[src/rtl/handshake_pkg.sv]
// Shared types, default parameters and the index-width helper for the
// handshake round-robin arbiter.
package handshake_pkg;

  typedef bit [7:0] value_t;

  localparam int DEFAULT_NUM   = 4;
  localparam int DEFAULT_WIDTH = 8;

  // An index needs at least one bit even when $clog2 would return 0.
  function automatic int id_width(input int num);
    return (num < 2) ? 1 : $clog2(num);
  endfunction

endpackage

[src/rtl/rr_priority_pick.sv]
// Combinational round-robin pick: first asserted request at or after ptr,
// wrapping modulo NUM. Returns a one-hot grant, its index and an any flag.
module rr_priority_pick
  import handshake_pkg::*;
#(
  parameter int NUM = DEFAULT_NUM,
  parameter int IDW = id_width(DEFAULT_NUM)
) (
  input  logic [NUM-1:0] req,
  input  logic [IDW-1:0] ptr,
  output logic [NUM-1:0] grant,
  output logic [IDW-1:0] idx,
  output logic           any
);

  logic [IDW:0]   sum;
  logic [IDW-1:0] cand;
  logic           found;

  // Extra bit on sum keeps ptr+i from overflowing before the wrap.
  always_comb begin
    grant = '0;
    idx   = '0;
    found = 1'b0;
    sum   = '0;
    cand  = '0;
    for (int i = 0; i < NUM; i++) begin
      sum = {1'b0, ptr} + (IDW+1)'(i);
      if (sum >= (IDW+1)'(NUM))
        sum = sum - (IDW+1)'(NUM);
      cand = sum[IDW-1:0];
      if (!found && req[cand]) begin
        found       = 1'b1;
        grant[cand] = 1'b1;
        idx         = cand;
      end
    end
  end

  assign any = |req;

endmodule

[src/rtl/handshake_rr_arbiter.sv]
// Round-robin arbiter merging NUM valid/ready sources onto one registered
// output channel. Define HANDSHAKE_RR_ARBITER_ID_EN to add the o_id port.
module handshake_rr_arbiter
  import handshake_pkg::*;
#(
  parameter int NUM   = DEFAULT_NUM,
  parameter int WIDTH = DEFAULT_WIDTH
) (
  input  logic                      clock,
  input  logic                      reset_n,
  input  logic [WIDTH-1:0]          i_value [NUM],
  input  logic [NUM-1:0]            i_valid,
  output logic [NUM-1:0]            o_ready,
  output logic [WIDTH-1:0]          o_value,
  output logic                      o_valid,
  input  logic                      i_ready
`ifdef HANDSHAKE_RR_ARBITER_ID_EN
  ,
  output logic [id_width(NUM)-1:0]  o_id
`endif
);

  localparam int IDW = id_width(NUM);

  logic [IDW-1:0] ptr;
  logic [IDW-1:0] pick_idx;
  logic [IDW-1:0] ptr_next;
  logic [NUM-1:0] pick_grant;
  logic           pick_any;
  logic           load;
  logic           take;

  rr_priority_pick #(
    .NUM (NUM),
    .IDW (IDW)
  ) u_pick (
    .req   (i_valid),
    .ptr   (ptr),
    .grant (pick_grant),
    .idx   (pick_idx),
    .any   (pick_any)
  );

  // Draining and reloading the output register happen on the same edge.
  assign load     = ~o_valid | i_ready;
  assign take     = load & pick_any;
  assign o_ready  = pick_grant & {NUM{reset_n & take}};
  assign ptr_next = (pick_idx == IDW'(NUM-1)) ? '0 : pick_idx + 1'b1;

  always_ff @(posedge clock) begin
    if (!reset_n) begin
      o_valid <= 1'b0;
      o_value <= '0;
      ptr     <= '0;
    end else if (load) begin
      if (pick_any) begin
        o_valid <= 1'b1;
        o_value <= i_value[pick_idx];
        ptr     <= ptr_next;
      end else begin
        o_valid <= 1'b0;
      end
    end
  end

`ifdef HANDSHAKE_RR_ARBITER_ID_EN
  always_ff @(posedge clock) begin
    if (!reset_n)
      o_id <= '0;
    else if (take)
      o_id <= pick_idx;
  end
`endif

endmodule

[config.mk]
export PLATFORM = sky130hd
export DESIGN_NAME = handshake_rr_arbiter
export DESIGN_NICKNAME = d
export VERILOG_FILES = /design/src/rtl/handshake_pkg.sv /design/src/rtl/rr_priority_pick.sv /design/src/rtl/handshake_rr_arbiter.sv
export SDC_FILE = /design/constraint.sdc
export NUM_CORES = 1
export LEC_CHECK = 0
export ABC_CLOCK_PERIOD_IN_PS = 7640
export CAP_MARGIN = 40
export CORE_MARGIN = 2
export CORE_UTILIZATION = 40
export CTS_BUF_LIST = sky130_fd_sc_hd__clkbuf_8
export CTS_CLUSTER_SIZE = 14
export DETAILED_ROUTE_END_ITERATION = 16
export GPL_ROUTABILITY_DRIVEN = 0
export PLACE_DENSITY_LB_ADDON = 0.08
export SETUP_SLACK_MARGIN = 0.2
export SKIP_LAST_GASP = 1
export SYNTH_ARGS = -nofsm -noshare
export SYNTH_HDL_FRONTEND = slang
export SYNTH_HIERARCHICAL = 1
export SYNTH_SLANG_ARGS = --single-unit
[constraint.sdc]
create_clock -name clock -period 7.64 [get_ports clock]
set_clock_uncertainty 0.15 [all_clocks]
set_input_delay 1.528 -clock clock [delete_from_list [all_inputs] [get_ports clock]]
set_output_delay 1.528 -clock clock [all_outputs]
set_load 0.01 [all_outputs]
==> results of run 1 <==
[routing by layer]
layer,vias to the layer above,GRT usage,share of wire
li1,487,-,-
met1,454,0.2365,0.43
met2,32,0.3474,0.49
met3,3,0.06284,0.076
met4,0,0.03750,0.0053
met5,-,0,0
[synth_stat cells]
master | count | area share
a21boi_0 | 2 | 0.015
a21boi_1 | 1 | 0.0074
a21boi_2 | 1 | 0.011
a21o_1 | 1 | 0.0074
a22o_1 | 9 | 0.077
a22oi_1 | 8 | 0.059
and2_1 | 4 | 0.025
and3_1 | 1 | 0.0061
and3b_1 | 1 | 0.0086
buf_2 | 3 | 0.015
buf_6 | 1 | 0.011
clkbuf_1 | 2 | 0.0074
dfxtp_1 | 11 | 0.22
ha_1 | 6 | 0.074
inv_1 | 4 | 0.015
mux2i_1 | 1 | 0.0098
mux4_2 | 12 | 0.27
nand2b_1 | 2 | 0.012
nand3_1 | 2 | 0.0098
nor2_1 | 5 | 0.018
nor2b_1 | 4 | 0.025
nor4b_4 | 1 | 0.023
o2111ai_1 | 1 | 0.0086
o211ai_1 | 1 | 0.0074
o21ai_0 | 8 | 0.039
o21ai_1 | 1 | 0.0049
o31ai_1 | 1 | 0.0074
or4_1 | 2 | 0.015
[path summary, 6_finish.rpt]
kind / startpoint / end / slack (ps) / cells past startpoint
setup reg to reg: ptr[0]$_SDFFE_PN0P_ / o_value[4]$_SDFFE_PN0P_ / 4030 / 9
hold reg to reg: o_value[4]$_SDFFE_PN0P_ / o_value[4]$_SDFFE_PN0P_ / 320 / 1
setup / recovery: i_valid[3] / o_ready[0] / 1940 / 7
hold / removal: o_value[4]$_SDFFE_PN0P_ / o_value[4]$_SDFFE_PN0P_ / 320 / 1
[cell families after synthesis]
logic type	after synthesis
AND/OR/NAND/NOR	22
multiplexers	13
flip-flops	11
AO/OA/AOI/OAI	34
buffers and inverters	10
adder cells (fa/ha/maj)	6
[state kept, by name (all words and copies together) (netlist names)]
name and count:
o_value 8, o_valid 1, ptr 2
[worst reg2reg max path: cells and delay by family, from the launching register on]
kind | cells | cell delay [ps]
flops | 1 | 730
buf+inv | 2 | 400
mux | 2 | 980
fa+ha+maj | 1 | 420
compound gates | 3 | 490
simple gates | 1 | 340
[placed cells by master (no fill, tap or decap), drive strengths merged]
master         synthesis  layout
a22oi                  8       8
inv                    4       4
and2                   4       4
a21boi                 4       4
mux4                  12      12
nand2b                 2       2
nand3                  2       2
o31ai                  1       1
dfxtp                 11      11
clkdlybuf4s50          0      51
o211ai                 1       1
and3                   1       1
clkbuf                 2       3
mux2i                  1       1
or4                    2       2
nor2                   5       5
a21o                   1       1
ha                     6       6
and3b                  1       1
nor2b                  4       4
nor4b                  1       1
o21ai                  9       9
buf                    4       1
clkinv                 0       1
o2111ai                1       1
a22o                   9       9
[power by group]
group	total (µW)	internal (µW)	leakage [µW]	switching [µW]
Combinational	402	228	0.000483	174
Clock	58.9	35.9	0.0000255	23.0
Sequential	111	82.6	0.0000914	28.8
[stage by stage]
stage | instances | worst slack, ps | cell area, µm²
after global routing | 176 | 1737 | 1592
after floorplan | 96 | 3195 | 1018
final | 176 | 1938 | 1592
after CTS | 176 | 1963 | 1592
after global placement | 172 | 2042 | 1545
after detailed placement | 172 | 1970 | 1545
[final cells by class]
class / count / area [µm²]
repair buffers: 52 / 518.0
fillers: 215 / 863.3
multi-input cells: 75 / 754.5
inverters: 4 / 15.01
well taps: 30 / 37.54
clock buffers: 3 / 41.29
flip-flops and latches: 11 / 220.2
clock inverters: 1 / 5.005
==> impl_metrics.env, run 1 <==
export IMPL_setup_viol_count_final=0
export IMPL_adder_cell_area_share_of_the_yosys_netlist=0.07371
export IMPL_synthCells=96
export IMPL_clock_path_buffers=2
export IMPL_cts_setup_buffers=0
export IMPL_globalRoute_totalOverflow=0
export IMPL_rows=18
export IMPL_vias=976
export IMPL_criticalPathCategory="primary input to primary output"
export IMPL_final_max_slew_violation_count=0
export IMPL_drt_first_pass_iters=4
export IMPL_postRouteWirelength_mm=2.619
export IMPL_worst_ep_arrival_time_ps=4020
export IMPL_grt_first_pass_wirelength_mm=4.195
export IMPL_report_power_total_uw=571.9
export IMPL_antenna_cells_inserted=0
export IMPL_setup_worst_path_end_class="primary output"
export IMPL_drive_gt1_frac=0.1370
export IMPL_grt_util_all_layers=0.1978
export IMPL_ys_types=28
export IMPL_final_core_utilization=0.6483
export IMPL_finalHoldViolations=0
export IMPL_clock_tree_htree_level_count=1
export IMPL_post_route_period_util=0.7463
export IMPL_cts_tree="done"
export IMPL_dr_first_iter_drc_count=16
export IMPL_ant_nets=0
export IMPL_holdWs_ps=320.1
export IMPL_io_pins=52
export IMPL_most_numerous_cell_on_the_critical_path="clkdlybuf4s50_1"
export IMPL_power_density_nw_per_um2=359.4
export IMPL_grt_pass1_vias=977
export IMPL_path_clk_slew_ps=50
export IMPL_synthesis_area_um2=1018
export IMPL_core_region_area_um2=2455
export IMPL_yosysWarningCount=6
export IMPL_static_leakage_power_uw=0.0005995
export IMPL_postSynthNetCount=141
export IMPL_clock_sinks=11
export IMPL_timing_slew_headroom=0.5717
export IMPL_path_cells="clkdlybuf4s50_1, mux4_2, nor4b_4, a22oi_1, o21ai_1, and2_1, clkdlybuf4s50_1"
export IMPL_grt_setup_unrepaired="no"
export IMPL_place_hpwl_mm=2.014
export IMPL_post_detailed_route_via_to_cell_ratio=5.545
export IMPL_post_synth_cell_area_avg_um2=10.61
export IMPL_synth_seq_cells=11
export IMPL_chipWidth_um=54.46
export IMPL_detail_route_wl_per_cell_um=14.88
export IMPL_yosys_area_share_simple=0.1425
export IMPL_synth_yosys_seq_area_share=0.2162
export IMPL_totalNegativeSetupSlack_ps=0
export IMPL_cts_resized=0
export IMPL_chipHeight_um=54.46
export IMPL_cp_slowest_stage_delay_ps=650
export IMPL_path_buf_inv=2
export IMPL_detail_route_drc_violations=0
export IMPL_die_area_um2=2966
export IMPL_area_growth_synth_to_final_pct=56.27
export IMPL_max_clock_freq_ghz=0.1754
export IMPL_layout_min_cycle_time_ps=5702
export IMPL_grt_antenna_before_repair=0
export IMPL_mux_contribution_to_synthesized_area=0.2752
export IMPL_timing_hold_worst_class="flop to flop"
export IMPL_startpoint_type="primary input"
export IMPL_worst_pin_slew_ps=641.6
export IMPL_buffers_on_ports=51
export IMPL_combinational_family_with_the_most_area_after_synthesis="multiplexers"
export IMPL_status="completed"
export IMPL_cts_hold_buffers=0
export IMPL_grt_max_degree=17
export IMPL_finalNetCount=192
export IMPL_critPathRequiredTime_ps=5960
export IMPL_maxCapViolCount=0
export IMPL_crit_slowest_cell="mux4_2"
export IMPL_initial_utilization=0.4149
export IMPL_cts_root_buffer_cell="clkbuf_8"
export IMPL_clock_latency_ps=240
export IMPL_worst_ir_drop_vdd_v=0.0002134
export IMPL_critical_path_top_delay_family="buffers and inverters"
export IMPL_synthXorXnorAreaFrac=0
export IMPL_critical_path_max_fanout=12
export IMPL_synth_compound_gate_area_share=0.2445
export IMPL_cts_made_buffers=3
(Power assumes the default switching activity.)
==> run 2: changes to the inputs <==
--- a/config.mk
+++ b/config.mk
@@ -5,7 +5,7 @@
 export SDC_FILE = /design/constraint.sdc
 export NUM_CORES = 1
 export LEC_CHECK = 0
-export ABC_CLOCK_PERIOD_IN_PS = 7640
+export ABC_CLOCK_PERIOD_IN_PS = 5300
 export CAP_MARGIN = 40
 export CORE_MARGIN = 2
 export CORE_UTILIZATION = 40
==> constraint.sdc (replaced) <==
create_clock -name clock -period 5.3 [get_ports clock]
set_clock_uncertainty 0.15 [all_clocks]
set_input_delay 1.06 -clock clock [delete_from_list [all_inputs] [get_ports clock]]
set_output_delay 1.06 -clock clock [all_outputs]
set_load 0.01 [all_outputs]
==> results of run 2 <==
Same layout as run 1 (identical final DEF). Status: completed.
Among the figures that moved: setup slack after placement 1970 ps -> 565.6 ps; setup slack after layout 1938 ps -> 534.5 ps; register-to-register setup slack 4030 ps -> 1690 ps; total power 571.9 µW -> 824.4 µW; worst IR drop on VDD 0.0002134 V -> 0.0003077 V
